### src/rtl/id_ex_reg.sv
`timescale 1ns/1ps
// id_ex_reg: ID/EX pipeline register with flush/stall priority, valid tracking and saturating bubble counter
module id_ex_reg #(
  parameter int DATA_W = 32,
  parameter int CNT_W  = 16
) (
  input  logic              clk_i,
  input  logic              rst_i,
  input  logic              stall_i,
  input  logic              flush_i,
  input  logic [1:0]        control_WB,
  input  logic [1:0]        control_MEM,
  input  logic [3:0]        control_EX,
  input  logic [DATA_W-1:0] pc_i,
  input  logic [DATA_W-1:0] rs_data_i,
  input  logic [DATA_W-1:0] rt_data_i,
  input  logic [DATA_W-1:0] imm_i,
  input  logic [4:0]        rs_addr_i,
  input  logic [4:0]        rt_addr_i,
  input  logic [4:0]        rd_addr_i,
  output logic [1:0]        ctrl_WB_o,
  output logic [1:0]        ctrl_MEM_o,
  output logic [3:0]        ctrl_EX_o,
  output logic [DATA_W-1:0] pc_o,
  output logic [DATA_W-1:0] rs_data_o,
  output logic [DATA_W-1:0] rt_data_o,
  output logic [DATA_W-1:0] imm_o,
  output logic [4:0]        rs_addr_o,
  output logic [4:0]        rt_addr_o,
  output logic [4:0]        rd_addr_o,
  output logic              valid_o,
  output logic [CNT_W-1:0]  bubble_cnt_o
);
  localparam int PW = 8 + 4 * DATA_W + 15;
  typedef enum logic {RUN, HOLD} state_e;
  state_e           state_q, state_d;
  logic [PW-1:0]    pl_q, pl_d, in_pl;
  logic             valid_q, valid_d;
  logic [CNT_W-1:0] cnt_q, cnt_d;
  logic             bubble, stay_hold, cnt_en;
  assign in_pl = {control_WB, control_MEM, control_EX, pc_i, rs_data_i, rt_data_i, imm_i,
                  rs_addr_i, rt_addr_i, rd_addr_i};
  assign {ctrl_WB_o, ctrl_MEM_o, ctrl_EX_o, pc_o, rs_data_o, rt_data_o, imm_o,
          rs_addr_o, rt_addr_o, rd_addr_o} = pl_q;
  assign valid_o      = valid_q;
  assign bubble_cnt_o = cnt_q;
  // next state: flush clears, stall holds, otherwise load; count bubbles only on edges that actually load one
  always_comb begin
    bubble    = ~|{control_WB, control_MEM, control_EX};
    stay_hold = (state_q == HOLD) & stall_i & ~flush_i;
    cnt_en    = flush_i | (~stall_i & bubble & ~stay_hold);
    pl_d      = flush_i ? '0 : stall_i ? pl_q : in_pl;
    valid_d   = flush_i ? 1'b0 : stall_i ? valid_q : ~bubble;
    state_d   = (stall_i & ~flush_i) ? HOLD : RUN;
    cnt_d     = (cnt_en && cnt_q != '1) ? cnt_q + 1'b1 : cnt_q;
  end
  // all state registers, cleared immediately by reset
  always_ff @(posedge clk_i or posedge rst_i) begin
    if (rst_i) begin
      state_q <= RUN;
      pl_q    <= '0;
      valid_q <= 1'b0;
      cnt_q   <= '0;
    end else begin
      state_q <= state_d;
      pl_q    <= pl_d;
      valid_q <= valid_d;
      cnt_q   <= cnt_d;
    end
  end
endmodule

### config.mk
export PLATFORM = sky130hd
export DESIGN_NAME = id_ex_reg
export DESIGN_NICKNAME = d
export VERILOG_FILES = /design/src/rtl/id_ex_reg.sv
export SDC_FILE = /design/constraint.sdc
export NUM_CORES = 1
export LEC_CHECK = 0
export ABC_CLOCK_PERIOD_IN_PS = 5870
export CAP_MARGIN = 20
export CORE_AREA = 3 3 126 128
export DETAILED_ROUTE_END_ITERATION = 6
export DIE_AREA = 0 0 129 131
export DONT_BUFFER_PORTS = 1
export MAX_ROUTING_LAYER = met4
export PLACE_DENSITY = 0.7
export SLEW_MARGIN = 20
export SYNTH_ARGS = -nofsm -noshare
export SYNTH_HDL_FRONTEND = slang
export SYNTH_SLANG_ARGS = --single-unit
### constraint.sdc
create_clock -name clk_i -period 5.87 [get_ports clk_i]
set_input_delay 0.587 -clock clk_i [delete_from_list [all_inputs] [get_ports clk_i]]
set_output_delay 0.587 -clock clk_i [all_outputs]
set_load 0.02 [all_outputs]
; ---- Word level (Yosys, flattened, before mapping)
; Cells that the tools add are included.
[totals]
elab_cells = 24
ff_bits = 169
out_inout_bits = 168
in_bits = 155
[classes]
n_reduce_logical = 3
add_sub_neg = 1
n_mux = 5
n_bitwise = 9
eq_ne = 2
[op_table]
columns = cell, count
row1 = 151-bit 2-to-1 mux, 2
row2 = 16-bit by 1-bit adder with 16-bit output (second input constant), 1
row3 = 16-bit != test (second input constant), 1
row4 = 8-bit OR reduction, 1
row5 = 1-bit AND, 5
row6 = 1-bit 2-to-1 mux, 3
row7 = 1-bit NOT, 3
row8 = 2-bit by 1-bit != test with 1-bit output (second input constant), 1
row9 = 1-bit logical AND, 1
row10 = 1-bit logical NOT, 1
row11 = 1-bit OR, 1

; ---- Longest topological paths before layout
[logic_depth]
depth_word = 6
depth_mapped = 6

; ---- Worst setup path after synthesis
; No wires, ideal clock.
[synth_timing]
path_kind = reg2reg
startpoint = register cnt_q[4], in the netlist bubble_cnt_o[4]
endpoint = register cnt_q[14], in the netlist bubble_cnt_o[14]
setup_time_ns = 0.125
n_path_buf = 1
arrival_time_ns = 1.691
required_time_ns = 5.745
path_stages_with_launch = 6
path_slack_ns = 4.054
cell_sequence = dfrtp_1 -> nand3_2 -> nor4b_4 -> buf_6 -> nor3b_1 -> mux2_2
[synth_between]
elab_chain_cells = 2
[synth_rtl]
columns = item, line_no
row1 = from (decl), 39  ; logic [CNT_W-1:0] cnt_q, cnt_d;
row2 = from (signal assigned), 68  ; cnt_q <= cnt_d;
row3 = branches (longest 2 deep; another with 16-bit by 1-bit adder with 16-bit output), -
; Parallel ways; which one is timed is not known.
; A chain may end at the register's enable or synchronous reset.

; ---- Worst setup path in the final report
; Ends and elaborated chain as after synthesis.

==> key figures <==
STA
  • RSZ-0062 raised after global routing: false
  • Final Hold Viols: 0
  • Max-slew violations: 0
  • Slew HR: 0.395
  • Fmax: 465 MHz
  • Crit path time final: about 2.2 ns
  • Final Cycle Share: 0.367
  • Worst slew pin tran: approximately 0.9 ns
  • Setup TNS: 0 ns
  • Setup Viol. Count Final: 0
  • Clk_skew: 0.00541 ns

Global routing
  • First-pass GRT wire length: approximately 23 mm
  • Congestion Overflow GR: 0
  • Largest net degree at the start of global routing: 154
  • Number of antenna violations at the first check in global routing: 0
  • Vias in the first global route: 4150
  • GRT Util Overall: 0.180

Run status
  • Status: finished, final reports clean

CTS
  • Total CTS buffers: 17
  • CTS root buf: clkbuf_16
  • Clk_lat worst skew: 0.41 ns
  • Resized Gates After CTS: 0
  • CTS tree: built
  • Clock tree buffer depth: 2
  • H-tree levels: 4
  • CTS Hold Bufs: 0
  • Clk slew on worst S/H paths: 0.07 ns
  • Setup bufs post-CTS: 0
  • Sink Count: 168

Critical path
  • Crit path max fanout: 11
  • CP Class: flip-flop to flip-flop
  • Worst EP required: 6.17 ns
  • Arrival @ worst endpoint: 2.45 ns
  • Type of destination of the critical path: flip-flop
  • Startpoint Class: flip-flop

Yosys
  • Cell count after synthesis: ~570
  • Number of synthesis warnings: 0
  • Mean Syn Cell Area: 12.2 µm²
  • Unique masters post-synth: 32
  • Sequential cell area fraction in the yosys report: 0.602
  • Synthesized Nets: between 700 and 800
  • Seq cells post-synth: roughly 170
  • Synth Cell Area: 6980 µm²

Detailed routing
  • Drt wl/cell: 20.9 µm
  • Drt via density: 5.50
  • DR pass1 iterations: 4
  • Residual DRC: 0
  • Vias: 4165
  • Initial DRC Count: 223
  • Post-route ant nets: 0
  • Drt total wl: 15.8 mm

Finish
  • Reg area: around 4200 µm²
  • ANT cells: 0
  • Final instance area: around 7700 µm²
  • # fillers: 1309
  • Final nets: 712
  • Most common cell after layout, fill and taps aside: dfrtp_1
  • Layout area overhead: 9.86%
  • Share of cells above drive strength 1: 0.0738
  • Most frequent cells in the layout: 168 x dfrtp_1, 152 x nor2_1, 151 x mux2i_1
  • Footprint of the multi-input gates: 2580 µm²

Power
  • Clock power share: 0.404
  • Worst IR Drop VDD: approximately 180 µV
  • P_leak: approximately 3.9 nW
  • Combinational share of power: 0.073
  • Sw Share: 0.286
  • Cell area power density: 372 nW/µm²
  • Switch Pwr: 0.815 mW
  • Total power: 2.85 mW
  • Reg power frac: 0.523
  • Int Pwr: 2.04 mW

Placement
  • Dpl cell area: 7060 µm²
  • Routability cong.: between 0.8 and 0.9
  • DP HPWL: between 10 and 15 mm
  • Input/output buffers: 0

Floorplan
  • Die Span X: 129 µm
  • Number of core rows: between 40 and 50
  • Core Box Area: 15000 µm²
  • Die height: about 130 µm
  • Die footprint: 16900 µm²
  • I/O pin total: ~320
  • Initial Utilization: 0.466

Run
  • Maxcap violations: 0

Hold path
  • Worst Hold Class: primary input to asynchronous set/reset pin
-- power groups by stage --
stage	clock network (mW)	registers [mW]	logic (mW)
final	1.15	1.49	0.209
after global routing	1.23	1.51	0.239
after CTS	1.18	1.49	0.213
after detailed placement	0	1.51	0.213
after global placement	0	1.51	0.203
after floorplan	0	1.47	0.219
-- final cells by class --
class | instances | area share
Sequential cell | 168 | 0.548
Multi-Input combinational cell | 363 | 0.337
Clock buffer | 18 | 0.0560
Tap cell | 188 | 0.0307
Clock inverter | 14 | 0.0238
Inverter | 5 | 0.00310
Timing Repair Buffer | 1 | 0.000979
-- critical path, stage by stage, from the launching register on --
cell and delay [ns]:
dfrtp_1 0.55, nand3_2 0.18, nor4b_4 0.66, nor3b_1 0.28, mux2_2 0.35
-- cells by family after synthesis --
logic type,after synthesis,share of synthesized area
buffers and inverters,41,0.0272
AND/OR/NAND/NOR,181,0.110
XOR/XNOR,14,0.0176
adder cells (fa/ha/maj),1,0.00179
flip-flops,168,0.602
multiplexers,153,0.220
AO/OA/AOI/OAI,14,0.0210
-- worst paths after layout --
kind                       cells after the start  slack [ns]          endpoint            start
min                                            1        0.21          pl_q[93]            rst_i
max                                            4        3.72  bubble_cnt_o[14]  bubble_cnt_o[4]
min reg2reg                                    2        0.66           valid_o          valid_o
max in group asynchronous                      2        4.26         pl_q[130]            rst_i
min in group clk_i                             1        0.23           pl_q[9]          flush_i
max reg2reg                                    4        3.72  bubble_cnt_o[14]  bubble_cnt_o[4]
-- registers in the layout (all words and copies together), names as in the netlist --
register      flops
valid_o           1
bubble_cnt_o     16
pl_q            151
-- cell usage after synthesis --
master,instances,area [µm²]
ha_1,1,12.5
a31oi_4,1,21.3
inv_1,5,18.8
nand2b_1,1,6.26
xor2_1,12,105
nor4b_4,1,23.8
nand4_1,4,25.0
nor3b_1,1,7.51
nand3_1,5,25.0
and3_1,4,25.0
nand3_2,1,10.0
a21oi_1,1,5.00
dfrtp_1,168,4200
xnor2_1,2,17.5
buf_1,3,11.3
o311ai_0,2,17.5
nor4_4,1,21.3
buf_6,2,22.5
a2111oi_1,2,20.0
a21boi_0,1,7.51
and2_1,1,6.26
mux2i_1,151,1510
a2111oi_2,3,45.0
nor4_1,2,12.5
nor2_1,152,571
nor3_1,3,15.0
nand2_1,4,15.0
a211oi_1,4,30.0
buf_2,17,85.1
mux2_2,2,22.5
or2_0,1,6.26
clkbuf_1,14,52.6
-- layer usage --
layer  share of wire  wire [µm]  vias up  track usage
met1            0.39       6130     2015        0.221
met5               0          0        -            -
met2            0.51       8000      224        0.280
met3           0.087       1380       23       0.0610
met4           0.017        273        0       0.0642
li1                -          -     1903            -
-- through the flow --
stage / setup slack (ns) / util / hold WS [ns] / instances
finish: 3.72 / 0.512 / 0.207 / 757
global placement: 3.78 / 0.471 / 0.642 / 725
floorplan: 0.736 / - / 0.607 / 572
CTS: 3.73 / 0.512 / 0.212 / 757
detailed placement: 3.74 / 0.471 / 0.660 / 725
global route: 3.64 / 0.512 / 0.198 / 757
Note: power is estimated with default switching activity, not from simulation.
